## src/rtl/serial_receiver.sv

```systemverilog
// 8N1 UART receiver with 16x oversampling, start-bit glitch rejection and a
// first-word-fall-through receive FIFO with sticky framing/overrun flags.
module serial_receiver #(
   parameter int DEPTH = 4
) (
   input  logic                     CLK,
   input  logic                     RST,
   input  logic                     EN,
   input  logic [7:0]               BAUD_DIV,
   input  logic                     RX,
   input  logic                     RD,
   input  logic                     CLR,
   output logic [7:0]               DOUT,
   output logic                     EMPTY,
   output logic                     FULL,
   output logic [$clog2(DEPTH):0]   COUNT,
   output logic                     FRAME_ERR,
   output logic                     OVERRUN,
   output logic                     BUSY
);

   localparam int AW = $clog2(DEPTH);
   localparam logic [AW:0]   FULL_LVL = (AW+1)'(DEPTH);
   localparam logic [AW:0]   CNT_ONE  = (AW+1)'(1);
   localparam logic [AW-1:0] PTR_ONE  = AW'(1);

   typedef enum logic [2:0] {
      IDLE      = 3'd0,
      START     = 3'd1,
      DATA      = 3'd2,
      STOP      = 3'd3,
      WAIT_HIGH = 3'd4
   } state_t;

   logic          rx_meta_r, rxs_r;
   logic [7:0]    div_cnt_r, baud_r;
   logic          tick_s, div_clr_s;
   state_t        state_r, state_nxt_s;
   logic [3:0]    tick_cnt_r, tick_cnt_nxt_s;
   logic [2:0]    bit_idx_r, bit_idx_nxt_s;
   logic [7:0]    shift_r, shift_nxt_s;
   logic          push_s, fe_set_s, pop_s, wr_s, ovr_set_s;
   logic [7:0]    mem_r [DEPTH];
   logic [AW-1:0] wptr_r, rptr_r;
   logic [AW:0]   count_r, count_nxt_s;
   logic          empty_r, full_r, frame_err_r, overrun_r;

   // Two-flop synchronizer for the asynchronous line, idling high.
   always_ff @(posedge CLK) begin
      if (RST) begin
         rx_meta_r <= 1'b1;
         rxs_r     <= 1'b1;
      end else begin
         rx_meta_r <= RX;
         rxs_r     <= rx_meta_r;
      end
   end

   // The divisor is latched only at a wrap so a change never truncates a tick period.
   assign tick_s = (div_cnt_r == baud_r);

   // Oversample divider; restarted on start-bit detection for phase alignment.
   always_ff @(posedge CLK) begin
      if (RST) begin
         div_cnt_r <= 8'd0;
         baud_r    <= 8'd0;
      end else if (div_clr_s || tick_s) begin
         div_cnt_r <= 8'd0;
         baud_r    <= BAUD_DIV;
      end else begin
         div_cnt_r <= div_cnt_r + 8'd1;
      end
   end

   // Frame state register.
   always_ff @(posedge CLK) begin
      if (RST) begin
         state_r    <= IDLE;
         tick_cnt_r <= 4'd0;
         bit_idx_r  <= 3'd0;
         shift_r    <= 8'd0;
      end else begin
         state_r    <= state_nxt_s;
         tick_cnt_r <= tick_cnt_nxt_s;
         bit_idx_r  <= bit_idx_nxt_s;
         shift_r    <= shift_nxt_s;
      end
   end

   // Next-state logic: start check at mid-bit, data and stop sampled every 16 ticks.
   always_comb begin
      state_nxt_s    = state_r;
      tick_cnt_nxt_s = tick_cnt_r;
      bit_idx_nxt_s  = bit_idx_r;
      shift_nxt_s    = shift_r;
      div_clr_s      = 1'b0;
      push_s         = 1'b0;
      fe_set_s       = 1'b0;
      if (!EN) begin
         state_nxt_s    = IDLE;
         tick_cnt_nxt_s = 4'd0;
         bit_idx_nxt_s  = 3'd0;
      end else begin
         case (state_r)
            IDLE: begin
               if (!rxs_r) begin
                  state_nxt_s    = START;
                  tick_cnt_nxt_s = 4'd0;
                  bit_idx_nxt_s  = 3'd0;
                  div_clr_s      = 1'b1;
               end else begin
                  state_nxt_s = IDLE;
               end
            end
            START: begin
               if (tick_s && (tick_cnt_r == 4'd7)) begin
                  tick_cnt_nxt_s = 4'd0;
                  if (!rxs_r) begin
                     state_nxt_s = DATA;
                  end else begin
                     state_nxt_s = IDLE;
                  end
               end else if (tick_s) begin
                  tick_cnt_nxt_s = tick_cnt_r + 4'd1;
               end else begin
                  state_nxt_s = START;
               end
            end
            DATA: begin
               if (tick_s && (tick_cnt_r == 4'd15)) begin
                  tick_cnt_nxt_s         = 4'd0;
                  shift_nxt_s[bit_idx_r] = rxs_r;
                  if (bit_idx_r == 3'd7) begin
                     state_nxt_s   = STOP;
                     bit_idx_nxt_s = 3'd0;
                  end else begin
                     bit_idx_nxt_s = bit_idx_r + 3'd1;
                  end
               end else if (tick_s) begin
                  tick_cnt_nxt_s = tick_cnt_r + 4'd1;
               end else begin
                  state_nxt_s = DATA;
               end
            end
            STOP: begin
               if (tick_s && (tick_cnt_r == 4'd15)) begin
                  tick_cnt_nxt_s = 4'd0;
                  if (rxs_r) begin
                     push_s      = 1'b1;
                     state_nxt_s = IDLE;
                  end else begin
                     fe_set_s    = 1'b1;
                     state_nxt_s = WAIT_HIGH;
                  end
               end else if (tick_s) begin
                  tick_cnt_nxt_s = tick_cnt_r + 4'd1;
               end else begin
                  state_nxt_s = STOP;
               end
            end
            WAIT_HIGH: begin
               if (rxs_r) begin
                  state_nxt_s = IDLE;
               end else begin
                  state_nxt_s = WAIT_HIGH;
               end
            end
            default: begin
               state_nxt_s = IDLE;
            end
         endcase
      end
   end

   // A push into a full FIFO succeeds only when a pop frees the slot in the same cycle.
   assign pop_s     = RD && !empty_r;
   assign wr_s      = push_s && (!full_r || pop_s);
   assign ovr_set_s = push_s && full_r && !pop_s;

   // Occupancy bookkeeping for simultaneous push/pop.
   always_comb begin
      count_nxt_s = count_r;
      if (wr_s && !pop_s) begin
         count_nxt_s = count_r + CNT_ONE;
      end else if (pop_s && !wr_s) begin
         count_nxt_s = count_r - CNT_ONE;
      end else begin
         count_nxt_s = count_r;
      end
   end

   // FIFO pointers, occupancy and status flags.
   always_ff @(posedge CLK) begin
      if (RST) begin
         wptr_r  <= '0;
         rptr_r  <= '0;
         count_r <= '0;
         empty_r <= 1'b1;
         full_r  <= 1'b0;
      end else begin
         if (wr_s) wptr_r <= wptr_r + PTR_ONE;
         if (pop_s) rptr_r <= rptr_r + PTR_ONE;
         count_r <= count_nxt_s;
         empty_r <= (count_nxt_s == '0);
         full_r  <= (count_nxt_s == FULL_LVL);
      end
   end

   // FIFO storage is deliberately left unreset.
   always_ff @(posedge CLK) begin
      if (!RST && wr_s) mem_r[wptr_r] <= shift_r;
   end

   // Sticky error flags; a coincident set beats CLR.
   always_ff @(posedge CLK) begin
      if (RST) begin
         frame_err_r <= 1'b0;
         overrun_r   <= 1'b0;
      end else begin
         if (fe_set_s) frame_err_r <= 1'b1;
         else if (CLR) frame_err_r <= 1'b0;
         if (ovr_set_s) overrun_r <= 1'b1;
         else if (CLR) overrun_r <= 1'b0;
      end
   end

   assign DOUT      = mem_r[rptr_r];
   assign EMPTY     = empty_r;
   assign FULL      = full_r;
   assign COUNT     = count_r;
   assign FRAME_ERR = frame_err_r;
   assign OVERRUN   = overrun_r;
   assign BUSY      = (state_r != IDLE);

endmodule

```

## config.mk

```make
export PLATFORM = sky130hd
export DESIGN_NAME = serial_receiver
export DESIGN_NICKNAME = d
export VERILOG_FILES = /design/src/rtl/serial_receiver.sv
export SDC_FILE = /design/constraint.sdc
export NUM_CORES = 1
export LEC_CHECK = 0
export BUFFER_PORTS_ARGS = -buffer_cell sky130_fd_sc_hd__clkbuf_2
export CORE_ASPECT_RATIO = 0.9
export CORE_MARGIN = 2
export CORE_UTILIZATION = 46
export CTS_CLUSTER_DIAMETER = 30
export DETAILED_ROUTE_END_ITERATION = 12
export GPL_TIMING_DRIVEN = 0
export PLACE_DENSITY = 0.69
export SETUP_SLACK_MARGIN = 0.1
export SYNTH_ARGS = -nofsm -noshare
export SYNTH_HDL_FRONTEND = slang
export SYNTH_SLANG_ARGS = --single-unit
```

## constraint.sdc

```tcl
create_clock -name CLK -period 2.35 [get_ports CLK]
set_input_delay 0.1175 -clock CLK [delete_from_list [all_inputs] [get_ports CLK]]
set_output_delay 0.1175 -clock CLK [all_outputs]
set_load 0.01 [all_outputs]
```

==> impl_metrics.json, run 1 <==
{
  "status": "finished, final reports clean",
  "hold_path_startpoint": "BAUD_DIV[1]",
  "finalMaxSlewViolations": 0,
  "clk_latency_ns": 0.34,
  "yosysUniqueCellTypes": 55,
  "dp_hpwl_mm": 4.52,
  "syn_area_sq_um": 3610,
  "min_delay_worst_endpoint": "baud_r[1]",
  "synthAdderAreaFrac": 0.0347,
  "cts_tree": "built",
  "layout.cells.non_filler": 462,
  "final_common_cell": "dfxtp_1",
  "required_ns": 2.40,
  "die_h_microns": 88.0,
  "vias_per_cell": 5.27,
  "vias": 2435,
  "clk_pin_slew_ns": 0.08,
  "synth_top_family_by_area": "simple AND/OR/NAND/NOR gates",
  "crit_arrival_ns": 2.25,
  "ant_nets": 0,
  "synth_seq_area_share": 0.538,
  "utilization": 0.571,
  "max_freq_ghz": 0.456,
  "fp-row-count": 30,
  "io_buffers": 29,
  "synth_seq_cells": 81,
  "max_slew.worst_pin.slew_ns": 0.692,
  "worstRegToRegCells": 5,
  "worstHoldPathType": "in -> reg",
  "synthCells": 302,
  "grt_pass1_vias": 2271,
  "synthMuxAreaShare": 0.0971,
  "htreeDepth": 3,
  "post-route-min-period_ns": 2.19,
  "maxSlewHeadroom": 0.538,
  "fin_crit_sh": 0.934,
  "startpoint_type": "register",
  "cp_cell_sequence": "nand2b_4 > or4_4 > or3_4 > nor3b_4 > and2_4",
  "drt_iter0_markers": 85,
  "whs_path_depth": 3,
  "drc": 0,
  "peakVddDrop_mv": 0.911,
  "yosys.area_share.simple": 0.199,
  "grt_util_all_layers": 0.164,
  "synth_enable_flop_cells": 32,
  "cts.sinks": 81,
  "drt-pass1-iter-count": 5,
  "place_congestion": 0.858,
  "wl_per_cell_microns": 14.6,
  "rsz0062_at_grt": "yes",
  "dp_cells": 427,
  "clock-root-buffer": "clkbuf_8",
  "yosys_warnings": 0,
  "hold_viol_final": 0,
  "path_max_fanout": 8,
  "max-cap-violations": 0,
  "dp_slack_ns": -0.185,
  "drive_gt1_frac": 0.287,
  "die_w_microns": 97.4,
  "timing.rr.start": "state_r[2]",
  "slowest_stage": "or4_4",
  "clock_path_buffers": 2,
  "cts_buffers": 9,
  "initial_utilization": 0.476,
  "synth_xor_area_frac": 0.0534,
  "core_sq_um": 7580,
  "final_cell_mix": "dfxtp_1 (43), edfxtp_1 (32), clkbuf_2 (29)",
  "p_leak_uw": 0.00159,
  "grt_max_degree": 15,
  "report.final.setup_viol": 0,
  "powerDensity_nw_per_um2": 955,
  "fp.dieArea_sq_um": 8570,
  "fin_nets": 385,
  "clock_skew_ns": 0.00577,
  "setup_ws_ns": 0.156,
  "slowest_delay_ns": 0.54,
  "reg2reg_to": "mem_r[1][1]",
  "syn_avg_cell_area_sq_um": 12.0,
  "antenna_found_initial": 0,
  "ys_async_sr_fraction": 0,
  "grt_first_pass_wirelength_mm": 11.0,
  "routed_wl_mm": 6.74,
  "grt_overflow": 0,
  "syn2layout_area_growth_pct": 20.0,
  "end_kind": "register",
  "syn-num-nets": 326,
  "critPathKind": "reg -> reg",
  "synthFlopType": "dfxtp_1",
  "ios": 30,
  "regToRegSetupSlack_ns": 0.16,
  "n_antenna_cell": 0,
  "synth_compound_area_frac": 0.0579
}
-- synthesized netlist by cell type (3+ instances only) --
library cell / number / area share
nand2_1: 16 / 0.017
xor2_1: 7 / 0.017
o21ai_0: 6 / 0.0083
a21oi_1: 8 / 0.011
a21o_1: 3 / 0.0062
nor3b_1: 5 / 0.010
nor2b_1: 5 / 0.0087
nor2_1: 29 / 0.030
xnor2_1: 15 / 0.036
dfxtp_1: 49 / 0.27
nand4_1: 3 / 0.0052
or2_2: 3 / 0.0052
inv_1: 6 / 0.0062
nand2b_1: 8 / 0.014
buf_2: 3 / 0.0042
mux4_2: 8 / 0.050
nand3_1: 11 / 0.015
and2_1: 5 / 0.0087
mux2i_1: 17 / 0.047
nor3_1: 10 / 0.014
clkbuf_1: 5 / 0.0052
edfxtp_1: 32 / 0.27
ha_1: 10 / 0.035
-- cell type report --
cell class              instances  area [sq um]
fillers                       657          3250
flip-flops and latches         81          1960
multi-input cells             204          1660
repair buffers                 48           295
clock buffers                  10           128
well taps                      96           120
clock inverters                 6          90.1
plain buffers                  11          61.3
inverters                       6          22.5
-- state kept, by name (all words and copies together) (netlist names), 2 cells and up, named ones only --
signal,count
baud_r,8
bit_idx_r,3
state_r,3
COUNT,3
rptr_r,2
shift_r,8
mem_r,32
wptr_r,2
tick_cnt_r,4
div_cnt_r,8
-- worst max-delay path: cells and delay by family, from the launching register on --
family | cells | cell delay [ns]
flip-flops | 1 | 0.35
AND/OR/NAND/NOR | 5 | 1.54
-- logic make-up after synthesis --
kind of cell,Yosys count
simple gates,118
flops,81
compound gates,29
mux,25
xor+xnor,22
buf+inv,17
fa+ha+maj,10
-- repair_timing --
action / CTS / global route
resized for setup: 20 / 7
pin swaps: 8 / 11
endpoints found under the hold margin: 3 / 0
hold buffers: 3 / 0
setup endpoints to repair: 35 / 51
gates cloned: 0 / 0
buffers inserted: 10 / 6
-- how the worst max path moves through the flow --
| stage | from | end | slack, ns | depth (start not counted) |
|---|---|---|---|---|
| detailed placement | tick_cnt_r[0] | mem_r[0][7] | -0.18 | 6 |
| CTS | tick_cnt_r[1] | mem_r[0][6] | 0.05 | 6 |
| global placement | tick_cnt_r[0] | mem_r[0][7] | -0.12 | 6 |
| global route | tick_cnt_r[0] | EMPTY | 0.08 | 9 |
| floorplan | tick_cnt_r[0] | mem_r[0][0] | 0.08 | 6 |
| finish | state_r[2] | mem_r[1][1] | 0.16 | 5 |
-- stage by stage --
step / setup TNS, ns / hold slack, ns / cell area, sq um / total power, uW
4_1_cts: 0 / 0.00124 / 4260 / 4000
3_3_place_gp: -3.86 / 0.336 / 3880 / 2860
2_1_floorplan: 0 / 0.221 / 3610 / 2650
5_1_grt: 0 / 0.0223 / 4330 / 4370
3_5_place_dp: -5.34 / 0.339 / 3880 / 2890
6_report: 0 / 0.0154 / 4330 / 4140
-- power by group --
part	internal, uW	total (uW)	switching (uW)
combinational	603	1330	726
clock	603	1110	505
sequential	1580	1700	123
total	2780	4140	1350
-- layer usage --
| metal | vias up | global-route usage | wire length (microns) |
|---|---|---|---|
| met5 | - | 0 | 0 |
| met4 | 0 | 0.0581 | 61 |
| met3 | 7 | 0.0463 | 265 |
| met2 | 57 | 0.280 | 3300 |
| met1 | 1168 | 0.202 | 3110 |
| li1 | 1203 | - | - |
(Power assumes the default switching activity.)
==> inputs of run 2 (changes only) <==
CORE_UTILIZATION = 45   (was 46)
PLACE_DENSITY = 0.68   (was 0.69)
==> impl_metrics.json, run 2 (synthesis results as in run 1) <==
{
  "crit_buf_inv": 0,
  "grt_overflow": 0,
  "clk_pin_slew_ns": 0.09,
  "final_common_cell": "dfxtp_1",
  "core_sq_um": 7660,
  "max-cap-violations": 0,
  "ios": 30,
  "vias": 2420,
  "cts_buffers": 9,
  "fp.dieArea_sq_um": 8750,
  "p_leak_uw": 0.00160,
  "drt-met1-wl_mm": 3.01,
  "grt_util_all_layers": 0.168,
  "finalMaxSlewViolations": 0,
  "whs_path_depth": 3,
  "grt_first_pass_wirelength_mm": 11.5,
  "regToRegSetupSlack_ns": 0.17,
  "hold_viol_final": 0,
  "cts.sinks": 81,
  "powerDensity_nw_per_um2": 936,
  "clock-root-buffer": "clkbuf_8",
  "dp_hpwl_mm": 4.57,
  "crit_family": "simple AND/OR/NAND/NOR gates",
  "maxSlewHeadroom": 0.557,
  "slowest_stage": "or4_4",
  "clock_skew_ns": 0.00872,
  "min_delay_worst_endpoint": "FRAME_ERR",
  "worstRegToRegCells": 5,
  "status": "finished, final reports clean",
  "fin_nets": 387,
  "wl_per_cell_microns": 14.6,
  "hold_path_startpoint": "CLR",
  "rsz0062_at_grt": "yes",
  "power_uw": 4080,
  "cp_cell_sequence": "nand2b_4 > or4_4 > or3_4 > nor3b_4 > and2_4",
  "top_register": "mem_r",
  "syn2layout_area_growth_pct": 20.8,
  "initial_utilization": 0.471,
  "grt_max_degree": 16,
  "required_ns": 2.42,
  "reg2reg_to": "mem_r[1][0]",
  "drc": 0,
  "place_congestion": 0.766,
  "die_w_microns": 98.4,
  "dr.max_layer_used": "met4",
  "fin_crit_sh": 0.927,
  "fillCellCount": 667,
  "wl_met2_mm": 3.40,
  "peakVddDrop_mv": 0.754,
  "drive_gt1_frac": 0.277,
  "max_slew.worst_pin.slew_ns": 0.664,
  "fp-row-count": 30,
  "clk_latency_ns": 0.36,
  "post-route-min-period_ns": 2.18,
  "ant_nets": 0,
  "worstHoldPathType": "in -> reg",
  "final_cell_mix": "dfxtp_1 (42), edfxtp_1 (32), clkbuf_2 (29)",
  "crit_arrival_ns": 2.25,
  "wl_met3_microns": 268,
  "vias_per_cell": 5.22,
  "path_max_fanout": 8,
  "routed_wl_mm": 6.75,
  "cts_tree": "built",
  "timing.rr.start": "state_r[2]",
  "report.final.setup_viol": 0,
  "antenna_found_initial": 0,
  "end_kind": "register",
  "drt_iter0_markers": 91,
  "setup-tns-final_ns": 0,
  "slowest_delay_ns": 0.53,
  "startpoint_type": "register",
  "drt-pass1-iter-count": 4,
  "htreeDepth": 3,
  "critPathKind": "reg -> reg",
  "io_buffers": 29,
  "grt_pass1_vias": 2470,
  "clock_path_buffers": 2,
  "die_h_microns": 89.0,
  "largest_reg_flops": 32,
  "n_antenna_cell": 0,
  "max_freq_ghz": 0.459
}
-- run 2: cell type report --
cell class / instances / area, sq um / area share
buffer: 11 / 61.3 / 0.0141
clock buffer: 9 / 124 / 0.0284
clock inverter: 7 / 101 / 0.0232
inverter: 6 / 22.5 / 0.00517
multi-input combinational: 204 / 1650 / 0.379
sequential: 81 / 1960 / 0.449
tap: 96 / 120 / 0.0276
timing repair buffer: 50 / 323 / 0.0741
-- run 2: routing by layer --
metal / vias to the layer above / global-route usage
li1: 1214 / -
met1: 1160 / 0.194
met2: 38 / 0.307
met3: 8 / 0.0532
met4: 0 / 0.0448
met5: - / 0
-- run 2: what timing repair did --
action,in CTS,in global routing
endpoints found under the setup margin,34,41
gates resized for setup,20,6
hold buffers,8,0
hold endpoints to repair,8,0
buffers inserted,7,6
pin swaps,8,7
-- run 2: how the worst max path moves through the flow --
stage,from,to,slack [ns],cells after the start
floorplan,tick_cnt_r[0],mem_r[0][0],0.08,6
finish,state_r[2],mem_r[1][0],0.17,5
CTS,tick_cnt_r[0],mem_r[1][6],0.08,6
global route,state_r[0],baud_r[6],0.06,9
detailed placement,tick_cnt_r[0],mem_r[1][6],-0.15,6
global placement,tick_cnt_r[0],mem_r[3][6],-0.13,6
-- run 2: stage by stage --
| step | setup WS [ns] | cell area, sq um | instances | util | hold WS, ns |
|---|---|---|---|---|---|
| global route | 0.0557 | 4360 | 464 | 0.569 | 0.0545 |
| floorplan | 0.0802 | 3610 | 302 | - | 0.221 |
| detailed placement | -0.149 | 3880 | 427 | 0.507 | 0.319 |
| CTS | 0.0780 | 4300 | 458 | 0.561 | 0.0181 |
| finish | 0.172 | 4360 | 464 | 0.569 | 0.0237 |
| global placement | -0.134 | 3880 | 427 | 0.507 | 0.309 |
-- run 2: tightest hold or removal path, stage by stage --
cell      delay (ns)
clkbuf_2        0.08
nand2b_1        0.09
a21oi_1         0.05
-- run 2: report_power, final --
part           switching, uW  internal (uW)  total, uW
Combinational            706            524       1230
Sequential               112           1580       1690
Clock                    548            612       1160
Total                   1370           2720       4080
==> inputs of run 3 (changes only) <==
CORE_UTILIZATION = 30   (was 45)
PLACE_DENSITY = 0.5   (was 0.68)
==> impl_metrics.json, run 3 (synthesis results as in run 1) <==
{
  "status": "finished, final reports clean",
  "worstHoldPathType": "in -> reg",
  "die_h_microns": 108,
  "syn2layout_area_growth_pct": 24.7,
  "die_w_microns": 120,
  "fp.dieArea_sq_um": 12900,
  "crit_arrival_ns": 2.23,
  "grt_first_pass_wirelength_mm": 12.0,
  "finalMaxSlewViolations": 0,
  "dp_hpwl_mm": 4.88,
  "place_congestion": 0.749,
  "utilization": 0.389,
  "crit_family": "simple AND/OR/NAND/NOR gates",
  "initial_utilization": 0.312,
  "setup-tns-final_ns": 0,
  "n_antenna_cell": 0,
  "drt-pass1-iter-count": 4,
  "slowest_delay_ns": 0.53,
  "fin_nets": 380,
  "dp_slack_ns": -0.200,
  "max_slew.worst_pin.slew_ns": 0.723,
  "rsz0062_at_grt": "yes",
  "io_buffers": 29,
  "wl_per_cell_microns": 14.1,
  "fin_crit_sh": 0.931,
  "grt_pass1_vias": 2431,
  "hold_viol_final": 0,
  "layout.cells.non_filler": 516,
  "slowest_stage": "or4_4",
  "grt_max_degree": 15,
  "clock_skew_ns": 0.00608,
  "maxSlewHeadroom": 0.518,
  "vias_per_cell": 4.68,
  "core_sq_um": 11600,
  "setup_ws_ns": 0.162,
  "end_kind": "register",
  "vias": 2414,
  "final_common_cell": "dfxtp_1",
  "largest_reg_flops": 32,
  "clk_latency_ns": 0.34,
  "htreeDepth": 3,
  "clock_path_buffers": 2,
  "grt_overflow": 0,
  "whs_ns": 0.0118,
  "max_freq_ghz": 0.457,
  "grt_util_all_layers": 0.120,
  "final_cell_mix": "dfxtp_1 (41), edfxtp_1 (32), clkbuf_2 (29)",
  "clock-root-buffer": "clkbuf_16",
  "cp_cell_sequence": "nand2b_4 > or4_4 > or3_4 > nor3b_4 > and2_4",
  "report.final.setup_viol": 0,
  "regToRegSetupSlack_ns": 0.16,
  "antenna_found_initial": 0,
  "crit_buf_inv": 0,
  "fp-row-count": 37,
  "startpoint_type": "register",
  "critPathKind": "reg -> reg",
  "post-route-min-period_ns": 2.19,
  "cts.sinks": 81,
  "required_ns": 2.39,
  "drive_gt1_frac": 0.292,
  "path_max_fanout": 8,
  "ant_nets": 0,
  "drt_iter0_markers": 177,
  "peakVddDrop_mv": 0.497,
  "cts_tree": "built",
  "drc": 0,
  "powerDensity_nw_per_um2": 1010,
  "top_register": "mem_r",
  "cts_buffers": 9,
  "clk_pin_slew_ns": 0.06,
  "routed_wl_mm": 7.27,
  "dp_cells": 487,
  "p_leak_uw": 0.00164,
  "max-cap-violations": 0,
  "ios": 30
}
[run 3: cell types whose count changed in the layout (fill, tap and decap cells not counted), moves of 2 or more]
cell and delta:
xnor2_1 -2, dlygate4sd3_1 -7, clkbuf_8 -9, xnor2_2 +2
clkbuf_16 +9
[run 3: worst paths after layout]
| path | startpoint | end | cells after the start |
|---|---|---|---|
| setup / recovery | state_r[2] | mem_r[3][7] | 5 |
| hold / removal | BAUD_DIV[7] | baud_r[7] | 3 |
| setup reg to reg | state_r[2] | mem_r[3][7] | 5 |
| hold reg to reg | rx_meta_r | rxs_r | 1 |
[run 3: power breakdown]
group	switching (uW)	internal [uW]	leakage, uW
clock network	571	1040	0.000162
registers	125	1580	0.000698
logic	701	535	0.000776
[run 3: routing by layer]
layer / GRT usage / vias up / wire [microns]
li1: - / 1199 / -
met1: 0.146 / 1165 / 3520
met2: 0.200 / 40 / 3380
met3: 0.0359 / 10 / 255
met4: 0.0479 / 0 / 119
met5: 0 / - / 0
[run 3: cell type report]
type / instances / area (sq um)
inverters: 6 / 22.5
plain buffers: 11 / 61.3
flip-flops and latches: 81 / 1960
fillers: 1142 / 7070
well taps: 156 / 195
clock inverters: 6 / 115
repair buffers: 43 / 253
multi-input cells: 204 / 1670
clock buffers: 9 / 225
[run 3: repair_timing]
action | in CTS | in global routing
pin swaps | 9 | 10
setup buffers | 8 | 5
hold buffers | 1 | 0
endpoints found under the setup margin | 34 | 43
gates resized for setup | 19 | 12
hold endpoints to repair | 1 | 0
[run 3: per-stage QoR]
step                instance area [sq um]  total power, uW
floorplan                            3610             2650
global placement                     3960             2870
detailed placement                   3960             2890
CTS                                  4420             4560
global route                         4500             4780
finish                               4500             4550
[run 3: worst min-delay path, stage by stage]
cell	delay [ns]
clkbuf_2	0.07
mux2i_1	0.05
nor2_1	0.07
